==> src/rtl/id_control_unit_pkg.sv <==
// id_control_unit_pkg: shared encodings for the ID-stage control unit.
// Contents: instruction-class codes, ALU opcodes, addressing modes,
//           condition codes and the packed control bundle.
package id_control_unit_pkg;

  // instruction[27:25] classes
  localparam logic [2:0] CLS_DP_REG  = 3'b000;
  localparam logic [2:0] CLS_DP_IMM  = 3'b001;
  localparam logic [2:0] CLS_LS_IMM  = 3'b010;
  localparam logic [2:0] CLS_LS_REG  = 3'b011;
  localparam logic [2:0] CLS_BRANCH  = 3'b101;

  // ALU opcodes (instruction[24:21] for data-processing)
  localparam logic [3:0] OP_AND = 4'b0000;
  localparam logic [3:0] OP_EOR = 4'b0001;
  localparam logic [3:0] OP_SUB = 4'b0010;
  localparam logic [3:0] OP_RSB = 4'b0011;
  localparam logic [3:0] OP_ADD = 4'b0100;
  localparam logic [3:0] OP_ADC = 4'b0101;
  localparam logic [3:0] OP_SBC = 4'b0110;
  localparam logic [3:0] OP_RSC = 4'b0111;
  localparam logic [3:0] OP_TST = 4'b1000;
  localparam logic [3:0] OP_TEQ = 4'b1001;
  localparam logic [3:0] OP_CMP = 4'b1010;
  localparam logic [3:0] OP_CMN = 4'b1011;
  localparam logic [3:0] OP_ORR = 4'b1100;
  localparam logic [3:0] OP_MOV = 4'b1101;
  localparam logic [3:0] OP_BIC = 4'b1110;
  localparam logic [3:0] OP_MVN = 4'b1111;

  // Shifter addressing modes
  localparam logic [1:0] AM_DP_IMM = 2'b00;
  localparam logic [1:0] AM_DP_REG = 2'b01;
  localparam logic [1:0] AM_LS_IMM = 2'b10;
  localparam logic [1:0] AM_LS_REG = 2'b11;

  // Condition codes (instruction[31:28])
  localparam logic [3:0] CC_EQ = 4'h0;
  localparam logic [3:0] CC_NE = 4'h1;
  localparam logic [3:0] CC_CS = 4'h2;
  localparam logic [3:0] CC_CC = 4'h3;
  localparam logic [3:0] CC_MI = 4'h4;
  localparam logic [3:0] CC_PL = 4'h5;
  localparam logic [3:0] CC_VS = 4'h6;
  localparam logic [3:0] CC_VC = 4'h7;
  localparam logic [3:0] CC_HI = 4'h8;
  localparam logic [3:0] CC_LS = 4'h9;
  localparam logic [3:0] CC_GE = 4'hA;
  localparam logic [3:0] CC_LT = 4'hB;
  localparam logic [3:0] CC_GT = 4'hC;
  localparam logic [3:0] CC_LE = 4'hD;
  localparam logic [3:0] CC_AL = 4'hE;
  localparam logic [3:0] CC_NV = 4'hF;

  // Decoded control bundle; all-zero is the bubble/NOP value.
  typedef struct packed {
    logic [3:0] opcode;
    logic [1:0] am;
    logic       s_enable;
    logic       load_instr;
    logic       rf_enable;
    logic       size_enable;
    logic       rw_enable;
    logic       mem_enable;
    logic       bl_instr;
    logic       b_instr;
  } ctrl_t;

endpackage

==> src/rtl/id_control_unit_cond_eval.sv <==
// cond_eval: ARM condition-code evaluator, purely combinational.
// Ports: cond[3:0] condition field, flags[3:0] {N,Z,C,V},
//        cond_true = 1 when the condition holds.
module cond_eval
  import id_control_unit_pkg::*;
(
  input  logic [3:0] cond,
  input  logic [3:0] flags,
  output logic       cond_true
);

  logic n, z, c, v;
  assign n = flags[3];
  assign z = flags[2];
  assign c = flags[1];
  assign v = flags[0];

  always_comb begin
    cond_true = 1'b0;
    case (cond)
      CC_EQ: cond_true = z;
      CC_NE: cond_true = ~z;
      CC_CS: cond_true = c;
      CC_CC: cond_true = ~c;
      CC_MI: cond_true = n;
      CC_PL: cond_true = ~n;
      CC_VS: cond_true = v;
      CC_VC: cond_true = ~v;
      CC_HI: cond_true = c & ~z;
      CC_LS: cond_true = ~c | z;
      CC_GE: cond_true = (n == v);
      CC_LT: cond_true = (n != v);
      CC_GT: cond_true = ~z & (n == v);
      CC_LE: cond_true = z | (n != v);
      CC_AL: cond_true = 1'b1;
      default: cond_true = 1'b0;  // NV: never
    endcase
  end

endmodule

==> src/rtl/id_control_unit.sv <==
// id_control_unit: ID-stage decoder producing datapath controls, bubble mux
// and B/BL taken signals. Zero-cycle combinational outputs; taken_q is one
// register (sync active-high reset R). S=1 forces all controls to zero.
// Ports: clk, R, instruction[31:0], flags[3:0] {N,Z,C,V}, S (bubble);
//        ID_* controls, Branch, BranchL, taken_q, keyword[47:0].
// Optional macro CU_KEYWORD_EN: drives keyword with an ASCII mnemonic,
// otherwise keyword is tied to zero.
module id_control_unit
  import id_control_unit_pkg::*;
(
  input  logic        clk,
  input  logic        R,
  input  logic [31:0] instruction,
  input  logic [3:0]  flags,
  input  logic        S,
  output logic [3:0]  ID_opcode,
  output logic [1:0]  ID_AM,
  output logic        ID_S_enable,
  output logic        ID_load_instr,
  output logic        ID_RF_enable,
  output logic        ID_Size_enable,
  output logic        ID_RW_enable,
  output logic        ID_Enable_signal,
  output logic        ID_BL_instr,
  output logic        ID_B_instr,
  output logic        Branch,
  output logic        BranchL,
  output logic        taken_q,
  output logic [47:0] keyword
);

  ctrl_t      dec;
  ctrl_t      ctl;
  logic [2:0] cls;
  logic       is_zero;
  logic       cond_true;

  assign cls     = instruction[27:25];
  assign is_zero = (instruction == 32'd0);

  // Register fields and offsets are consumed by other ID-stage logic.
  logic unused_fields;
  assign unused_fields = ^instruction[19:0];

  always_comb begin
    dec = '0;
    if (!is_zero) begin
      case (cls)
        CLS_DP_REG, CLS_DP_IMM: begin
          dec.opcode    = instruction[24:21];
          dec.s_enable  = instruction[20];
          dec.am        = (cls == CLS_DP_IMM) ? AM_DP_IMM : AM_DP_REG;
          // TST/TEQ/CMP/CMN (10xx) only set flags, no register write
          dec.rf_enable = (instruction[24:23] != 2'b10);
        end
        CLS_LS_IMM, CLS_LS_REG: begin
          dec.opcode      = instruction[23] ? OP_ADD : OP_SUB;
          dec.am          = (cls == CLS_LS_IMM) ? AM_LS_IMM : AM_LS_REG;
          dec.mem_enable  = 1'b1;
          dec.load_instr  = instruction[20];
          dec.rf_enable   = instruction[20];
          dec.rw_enable   = ~instruction[20];
          dec.size_enable = ~instruction[22];
        end
        CLS_BRANCH: begin
          dec.b_instr  = ~instruction[24];
          dec.bl_instr = instruction[24];
        end
        default: dec = '0;
      endcase
    end
  end

  // Bubble mux
  assign ctl = S ? ctrl_t'('0) : dec;

  assign ID_opcode        = ctl.opcode;
  assign ID_AM            = ctl.am;
  assign ID_S_enable      = ctl.s_enable;
  assign ID_load_instr    = ctl.load_instr;
  assign ID_RF_enable     = ctl.rf_enable;
  assign ID_Size_enable   = ctl.size_enable;
  assign ID_RW_enable     = ctl.rw_enable;
  assign ID_Enable_signal = ctl.mem_enable;
  assign ID_BL_instr      = ctl.bl_instr;
  assign ID_B_instr       = ctl.b_instr;

  cond_eval u_cond_eval (
    .cond      (instruction[31:28]),
    .flags     (flags),
    .cond_true (cond_true)
  );

  // Post-mux controls are used, so a stalled branch never fires.
  assign Branch  = cond_true & (ctl.b_instr | ctl.bl_instr);
  assign BranchL = cond_true & ctl.bl_instr;

  always_ff @(posedge clk) begin
    if (R) taken_q <= 1'b0;
    else   taken_q <= Branch | BranchL;
  end

`ifdef CU_KEYWORD_EN
  always_comb begin
    keyword = "NOP   ";
    if (!S && !is_zero) begin
      case (cls)
        CLS_DP_REG, CLS_DP_IMM: begin
          case (instruction[24:21])
            OP_AND: keyword = "AND   ";
            OP_EOR: keyword = "EOR   ";
            OP_SUB: keyword = "SUB   ";
            OP_RSB: keyword = "RSB   ";
            OP_ADD: keyword = "ADD   ";
            OP_ADC: keyword = "ADC   ";
            OP_SBC: keyword = "SBC   ";
            OP_RSC: keyword = "RSC   ";
            OP_TST: keyword = "TST   ";
            OP_TEQ: keyword = "TEQ   ";
            OP_CMP: keyword = "CMP   ";
            OP_CMN: keyword = "CMN   ";
            OP_ORR: keyword = "ORR   ";
            OP_MOV: keyword = "MOV   ";
            OP_BIC: keyword = "BIC   ";
            default: keyword = "MVN   ";
          endcase
        end
        CLS_LS_IMM, CLS_LS_REG: begin
          case ({instruction[20], instruction[22]})
            2'b10:   keyword = "LDR   ";
            2'b11:   keyword = "LDRB  ";
            2'b00:   keyword = "STR   ";
            default: keyword = "STRB  ";
          endcase
        end
        CLS_BRANCH: keyword = instruction[24] ? "BL    " : "B     ";
        default:    keyword = "NOP   ";
      endcase
    end
  end
`else
  assign keyword = 48'd0;
`endif

endmodule

==> config.mk <==
export PLATFORM = sky130hd
export DESIGN_NAME = id_control_unit
export DESIGN_NICKNAME = d
export VERILOG_FILES = /design/src/rtl/id_control_unit_pkg.sv /design/src/rtl/id_control_unit_cond_eval.sv /design/src/rtl/id_control_unit.sv
export SDC_FILE = /design/constraint.sdc
export NUM_CORES = 1
export LEC_CHECK = 0
export BUFFER_PORTS_ARGS = -buffer_cell sky130_fd_sc_hd__buf_4
export CORE_ASPECT_RATIO = 0.7
export CORE_MARGIN = 3
export CORE_UTILIZATION = 29
export DETAILED_ROUTE_END_ITERATION = 10
export MAX_ROUTING_LAYER = met4
export PLACE_DENSITY = 0.82
export SYNTH_ARGS = -nofsm -noshare
export SYNTH_HDL_FRONTEND = slang
export SYNTH_HIERARCHICAL = 1
export SYNTH_SLANG_ARGS = --single-unit
==> constraint.sdc <==
create_clock -name clk -period 1.65 [get_ports clk]
set_input_delay 0.33 -clock clk [delete_from_list [all_inputs] [get_ports clk]]
set_output_delay 0.33 -clock clk [all_outputs]
set_load 0.01 [all_outputs]
==> results of run 1 <==
[cell usage in the layout, fill, tap and decap left out, types with 3 or more instances in the layout]
master and count:
buf_4 58, conb_1 48, nor3_1 5, and2_1 5, nor2_1 5, nor4_1 5
buf_6 5, nand2_1 4, inv_1 3, a21oi_1 3, nand2b_1 3
[worst min path at each step]
stage,start,to,slack [ns],cells past startpoint
finish,R,taken_q,0.50,2
global route,R,taken_q,0.51,2
CTS,R,taken_q,0.50,2
detailed placement,R,taken_q,0.50,2
global placement,R,taken_q,0.51,2
floorplan,R,taken_q,0.39,1
[cell type report]
cell class              count  area (um2)
fillers                   271        1340
flip-flops and latches      1        20.0
multi-input cells         108         659
repair buffers             65         522
inverters                   3        11.3
well taps                  34        42.5
[layer usage]
metal,vias up,track usage [%]
met3,0,0.589
met5,-,-
met1,385,16.0
li1,428,-
met2,44,22.4
met4,0,0
[logic make-up after synthesis]
logic type / after synthesis / synth area share (%)
flip-flops: 1 / 2.41
multiplexers: 2 / 3.01
AO/OA/AOI/OAI: 14 / 11.6
other: 1 / 0.451
XOR/XNOR: 3 / 4.06
buffers and inverters: 55 / 48.0
AND/OR/NAND/NOR: 41 / 30.5
[through the flow]
step | cell area, um2 | hold WS (ns) | total power [uW] | instances | setup slack (ns)
after floorplan | 1040 | 0.394 | 238 | 164 | -0.00148
after global placement | 1170 | 0.506 | 281 | 211 | -0.299
after detailed placement | 1170 | 0.503 | 282 | 211 | -0.301
after CTS | 1210 | 0.503 | 291 | 211 | -0.236
after global routing | 1250 | 0.510 | 330 | 211 | -0.313
final | 1250 | 0.502 | 306 | 211 | -0.266
[power by group through the flow]
stage	Combinational [uW]	Sequential [uW]	Clock (uW)
floorplan	213	25.2	0
global placement	256	25.1	0
detailed placement	257	25.1	0
CTS	266	25.1	0
global route	305	25.1	0
finish	281	25.1	0
[what timing repair did]
item | CTS | global route
setup endpoints to repair | 5 | 5
setup buffers | 0 | 0
gates resized for setup | 9 | 9
pin swaps | 6 | 4
==> metrics.yaml, run 1 <==
run_status:
  status: "complete, but fails checks"
  violations: "setup timing"
drt:
  via_count: 857
  drt_wl_total_um: 2540
  wl_met3_um: 185
  drc_errors: 0
  wl_met1_um: 1050
  routedWlPerCell_um: 12.1
  routed.top_layer: "met3"
  drt_iter0_drc: 19
  viasPerCell: 4.06
  drtPass1Iterations: 4
  wl_met2_um: 1310
  ant_nets: 0
timing:
  finalSetupTns_ns: -0.526
  setup_ws_ns: -0.266
  timing.fmax_ghz: 0.522
  fin_crit_ns: 1.92
  hold_violations: 0
  setup_viol: 3
  min_period_over_period_pct: 116
  rsz0062_at_grt: "true"
  slew_violations: 0
place:
  routabilityCongestion: 0.829
  numPortBuffers: 55
  place_hpwl_um: 2150
power:
  p_leak_uw: 0.000673
  switchingPower_uw: 146
  p_seq_share_pct: 8.2
  peakVddDrop_v: 0.000150
  p_sw_share_pct: 47.6
  p_int_uw: 160
  clkPwrFrac_pct: 0
  combPwrFrac_pct: 91.8
  powerDensity_nw_per_um2: 244
clock_network:
  cts_hold_buffers: 0
  path_clk_slew_ns: 0
yosys:
  yosysTopAreaCell: "buf_4"
  syn_area_um2: 832
  yosys_most_used_dff: "dfxtp_1"
  synth_edf_count: 0
  synthCells: 117
  syn_area_per_cell_um2: 7.11
  synth_area_leaders: "buf_4 44%, nor4_1 6.0%, and2_1 3.8%, a21oi_1 3.0%, nor3_1 3.0%"
  yosysSeqAreaShare_pct: 2.41
  synthDominantCellAreaShare_pct: 44.2
  yosys-top-cells-count: "49 x buf_4, 8 x nor4_1"
  synth_async_sr_flop_share_pct: 0
  yosys_warnings: 6
  synth_cell_types: 35
  yosysMostFrequentCell: "buf_4"
  synth_seq_cells: 1
critical_path:
  worst_ep_arrival_time_ns: 1.59
  cp_num_buf_inv: 2
  crit_required_ns: 1.32
  endpoint_kind: "output port"
  crit_end: "BranchL"
  critPathMaxFanout: 3
  cp_slowest_cell: "a211o_1"
  start_kind: "input pin"
  cp-startpoint: "flags[0]"
  cpLargestDelayFamily: "compound AO/OA/AOI/OAI gates"
  path_cells: "buf_6 > xnor2_4 > o22ai_1 > a211o_1 > a211o_1 > and3_4 > buf_6"
  cp.depth: 7
  cpPeakStageDelay_ns: 0.29
  critPathKind: "in -> out"
final_layout:
  drive_gt1_share_pct: 44.1
  reg_top3: "taken_q x1"
  largest_reg_flops: 1
  syn2layout_area_growth_pct: 50.8
  nNetsFinal: 218
  regMostFlops: "taken_q"
  fin_util_pct: 48.5
  n_antenna_cell: 0
die:
  die_h_um: 50.8
  core_area_um2: 2590
  die_area_um2: 3560
  initial_utilization_pct: 32.1
  rows: 15
  io_pins: 104
  fp.dieW_um: 70.0
grt:
  grt_pass1_wl_um: 3530
  antenna_found_initial: 0
  grt_util_all_layers_pct: 12.2
  gr-total-overflow: 0
  grt_max_degree: 10
  grt_pass1_vias: 750
job:
  cap_violations: 0
min_path:
  hold_class: "in -> reg"
No activity file was read; power rests on OpenSTA's default activity.
==> inputs of run 2 (changes only) <==
--- a/config.mk
+++ b/config.mk
@@ -6,7 +6,7 @@
 export NUM_CORES = 1
 export LEC_CHECK = 0
 export BUFFER_PORTS_ARGS = -buffer_cell sky130_fd_sc_hd__buf_4
-export CORE_ASPECT_RATIO = 0.7
+export CORE_ASPECT_RATIO = 0.9
 export CORE_MARGIN = 3
 export CORE_UTILIZATION = 29
 export DETAILED_ROUTE_END_ITERATION = 10
==> metrics.yaml, run 2 (same netlist as run 1, synthesis figures left out) <==
final_layout:
  fillCellCount: 273  # +0.74%
  n_antenna_cell: 0  # unchanged
  final_cell_mix: "57 x buf_4, 48 x conb_1, 8 x buf_6"
  nNetsFinal: 220  # +0.92%
  regMostFlops: "taken_q"
  drive_gt1_share_pct: 47.5  # +3.4 points
  syn2layout_area_growth_pct: 57.6
  final_common_cell: "buf_4"
  reg_top3: "taken_q x1"
  largest_reg_flops: 1  # unchanged
  finalInstanceArea_um2: 1310  # +4.5%
  stdcell_count: 217  # +2.8%
  fin_util_pct: 50.5  # +2.1 points
die:
  core_area_um2: 2590  # +0.19%
  io_pins: 104  # unchanged
  fp.dieW_um: 62.5  # -11%
  initial_utilization_pct: 32.1  # -0.062 points
  die_h_um: 56.8  # +12%
  die_area_um2: 3550  # -0.26%
  rows: 17  # +2
critical_path:
  critPathMaxFanout: 3  # unchanged
  start_kind: "input pin"
  worst_ep_arrival_time_ns: 1.56  # -0.03 ns
  endpoint_kind: "output port"
  critPathKind: "in -> out"
  crit_required_ns: 1.32  # about the same
timing:
  fin_crit_ns: 1.89  # -0.0300 ns
  timing.fmax_ghz: 0.530  # +1.6%
  min_period_over_period_pct: 114  # -1.8 points
  slew_violations: 0  # unchanged
  holdWs_ns: 0.502  # -0.0000470 ns
  setup_viol: 3  # unchanged
  setup_ws_ns: -0.236  # +0.0300 ns
  hold_violations: 0  # unchanged
  rsz0062_at_grt: "true"
place:
  numPortBuffers: 55  # unchanged
  routabilityCongestion: 0.824  # -0.58%
  dp_slack_ns: -0.294  # +0.00674 ns
  place_hpwl_um: 2050  # -4.8%
  placed_cells: 216  # +2.4%
  dpl_cell_area_um2: 1190  # +1.1%
run_status:
  violations: "setup timing"
  status: "complete, but fails checks"
drt:
  via_count: 881  # +2.8%
  drtPass1Iterations: 2  # -2
  drt_wl_total_um: 2480  # -2.6%
  drc_errors: 0  # unchanged
  routedWlPerCell_um: 11.4  # -5.2%
  ant_nets: 0  # unchanged
  viasPerCell: 4.06  # about the same
  drt_iter0_drc: 27  # +8
power:
  p_leak_uw: 0.000688  # +2.2%
  peakVddDrop_v: 0.0000970  # -35%
  powerDensity_nw_per_um2: 239  # -2.1%
grt:
  grt_pass1_vias: 804  # +7.2%
  grt_pass1_wl_um: 3590  # +1.8%
  gr-total-overflow: 0  # unchanged
  grt_util_all_layers_pct: 12.2  # -0.015 points
  antenna_found_initial: 0  # unchanged
  grt_max_degree: 10  # unchanged
clock_network:
  path_clk_slew_ns: 0  # unchanged
  cts_hold_buffers: 0  # unchanged
min_path:
  min_path_cells: 2  # unchanged
  hold_class: "in -> reg"
job:
  cap_violations: 0  # unchanged
[run 2: final timing paths]
check | start | endpoint | slack (ns)
hold / removal | R | taken_q | 0.50
setup / recovery | flags[0] | Branch | -0.24
[run 2: layout make-up]
class	instances	area, um2	area share, %
multi-input combinational	108	684	52.2
timing repair buffer	67	548	41.8
tap	38	47.5	3.63
sequential	1	20.0	1.53
inverter	3	11.3	0.859
[run 2: per-layer routing]
layer	global-route usage, %	up-vias	part of all wire, %
li1	-	431	-
met1	14.2	399	37
met2	24.2	51	55
met3	0.800	0	8.0
met4	0	0	0
met5	-	-	0
[run 2: report_power, final]
part	internal [uW]	switching (uW)
clock	0	0
combinational	141	146
sequential	25.0	0.0979
total	166	147
[run 2: per-stage QoR]
stage                     total power (uW)   TNS, ns
after global placement                 281    -0.590
after global routing                   338    -0.732
after detailed placement               284    -0.680
final                                  313    -0.585
after floorplan                        238  -0.00148
after CTS                              294    -0.464
[run 2: critical path: stages]
cell and delay (ns):
buf_8 0.11, xnor2_4 0.19, o22ai_2 0.09, a211o_1 0.29, a211o_1 0.28, and2_4 0.15
buf_6 0.11
[run 2: timing repair]
item,4_1_cts,5_1_grt
pin swaps,10,4
gates resized for setup,11,14
setup buffers,0,1
setup endpoints to repair,5,5
==> inputs of run 3 (changes only) <==
--- a/config.mk
+++ b/config.mk
@@ -12,6 +12,7 @@
 export DETAILED_ROUTE_END_ITERATION = 10
 export MAX_ROUTING_LAYER = met4
 export PLACE_DENSITY = 0.82
+export REMOVE_ABC_BUFFERS = 1
 export SYNTH_ARGS = -nofsm -noshare
 export SYNTH_HDL_FRONTEND = slang
 export SYNTH_HIERARCHICAL = 1
==> metrics.yaml, run 3 (same netlist as run 1, synthesis figures left out) <==
final_layout:
  n_antenna_cell: 0  # unchanged
  fillCellCount: 262  # -4.0%
  largest_reg_flops: 1  # unchanged
  nNetsFinal: 218  # -0.91%
  reg_top3: "taken_q x1"
  finalInstanceArea_um2: 1280  # -2.3%
  final_cell_mix: "56 x buf_4, 48 x conb_1, 7 x buf_6"
  syn2layout_area_growth_pct: 54.0
  final_common_cell: "buf_4"
  regArea_um2: 20.0  # unchanged
  multi_input_comb_area_um2: 673  # -1.6%
  regMostFlops: "taken_q"
  drive_gt1_share_pct: 44.6  # -2.9 points
timing:
  setup_viol: 3  # unchanged
  setup_ws_ns: -0.233  # +0.00283 ns
  fin_crit_ns: 1.88  # -0.00283 ns
  hold_violations: 0  # unchanged
  min_period_over_period_pct: 114  # -0.17 points
  timing.fmax_ghz: 0.531  # +0.15%
  slew_violations: 0  # unchanged
  rsz0062_at_grt: "true"
clock_network:
  post_cts_buffers: 0  # unchanged
  cts_hold_buffers: 0  # unchanged
  path_clk_slew_ns: 0  # unchanged
power:
  powerDensity_nw_per_um2: 242  # +1.5%
  p_int_uw: 164  # -1.7%
  p_total_uw: 310  # -0.82%
  peakVddDrop_v: 0.000105  # +7.8%
  combPwrFrac_pct: 91.9  # about the same
  p_seq_share_pct: 8.1  # about the same
  clkPwrFrac_pct: 0  # unchanged
  p_leak_uw: 0.000678  # -1.4%
  p_sw_share_pct: 47.3  # +0.47 points
  switchingPower_uw: 147  # +0.17%
critical_path:
  critPathKind: "in -> out"
  crit_required_ns: 1.32  # about the same
  cp-startpoint: "instruction[30]"
  start_kind: "input pin"
  critPathMaxFanout: 7  # +4
  endpoint_kind: "output port"
  worst_ep_arrival_time_ns: 1.55  # about the same
  crit_end: "BranchL"
die:
  rows: 17  # unchanged
  fp.dieW_um: 62.5  # unchanged
  core_area_um2: 2590  # unchanged
  die_area_um2: 3550  # unchanged
  io_pins: 104  # unchanged
  die_h_um: 56.8  # unchanged
  initial_utilization_pct: 32.1  # unchanged
job:
  cap_violations: 0  # unchanged
drt:
  ant_nets: 0  # unchanged
  via_count: 884  # +0.34%
  drc_errors: 0  # unchanged
  viasPerCell: 4.11  # +1.3%
  routedWlPerCell_um: 11.3  # -1.1%
  drt_iter0_drc: 51  # +89%
  drt_wl_total_um: 2430  # -2.0%
  drtPass1Iterations: 3  # +1
grt:
  grt_max_degree: 10  # unchanged
  grt_pass1_vias: 789  # -1.9%
  grt_util_all_layers_pct: 11.8  # -0.41 points
  antenna_found_initial: 0  # unchanged
  gr-total-overflow: 0  # unchanged
  grt_pass1_wl_um: 3470  # -3.3%
place:
  routabilityCongestion: 0.776  # -5.9%
  dpl_cell_area_um2: 1160  # -2.5%
  dp_slack_ns: -0.328  # -0.0338 ns
  place_hpwl_um: 2060  # +0.74%
  numPortBuffers: 55  # unchanged
run_status:
  status: "complete, but fails checks"
  violations: "setup timing"
min_path:
  hold_class: "in -> reg"
[run 3: cell count changes in the layout (fill, tap and decap cells not counted), sizes merged]
cell  previous run  this run
buf             67        65
[run 3: per-stage QoR]
stage	hold WS (ns)	utilization [%]	std cells	TNS, ns
6_report	0.504	49.4	215	-0.471
5_1_grt	0.510	49.4	215	-0.715
4_1_cts	0.507	46.7	215	-0.471
3_5_place_dp	0.507	44.6	215	-0.697
3_3_place_gp	0.502	44.6	215	-0.592
2_1_floorplan	0.394	-	112	-0.00418
[run 3: worst min path at each step]
stage | from | endpoint | slack (ns) | cells after the start
2_1_floorplan | R | taken_q | 0.39 | 1
3_3_place_gp | R | taken_q | 0.50 | 2
3_5_place_dp | R | taken_q | 0.51 | 2
4_1_cts | R | taken_q | 0.51 | 2
5_1_grt | R | taken_q | 0.51 | 2
6_report | R | taken_q | 0.50 | 2
[run 3: cell type report]
type / instances / area share (%)
Inverter: 3 / 0.879
Multi-Input combinational cell: 108 / 52.5
Sequential cell: 1 / 1.56
Tap cell: 38 / 3.71
Timing Repair Buffer: 65 / 41.3
[run 3: metal layers]
layer | GRT usage, % | share of wire (%)
met5 | - | 0
met4 | 1.89 | 1.4
met3 | 1.20 | 8.0
met2 | 22.8 | 54
met1 | 13.2 | 37
[run 3: repair_timing]
action | CTS | global route
resized for setup | 11 | 13
setup endpoints to repair | 5 | 5
endpoints found under the hold margin | 0 | 0
pin swaps | 7 | 7
[run 3: power by group through the flow]
stage | logic, uW | registers [uW] | clock network [uW]
2_1_floorplan | 109 | 25.2 | 0
3_3_place_gp | 246 | 25.1 | 0
5_1_grt | 309 | 25.2 | 0
3_5_place_dp | 250 | 25.1 | 0
6_report | 285 | 25.1 | 0
4_1_cts | 265 | 25.1 | 0
[run 3: critical path, cell delays in order]
cell and delay (ns):
buf_8 0.11, mux2_4 0.30, a21oi_2 0.13, o211ai_1 0.10, a211o_1 0.32, and3_4 0.15
buf_6 0.11
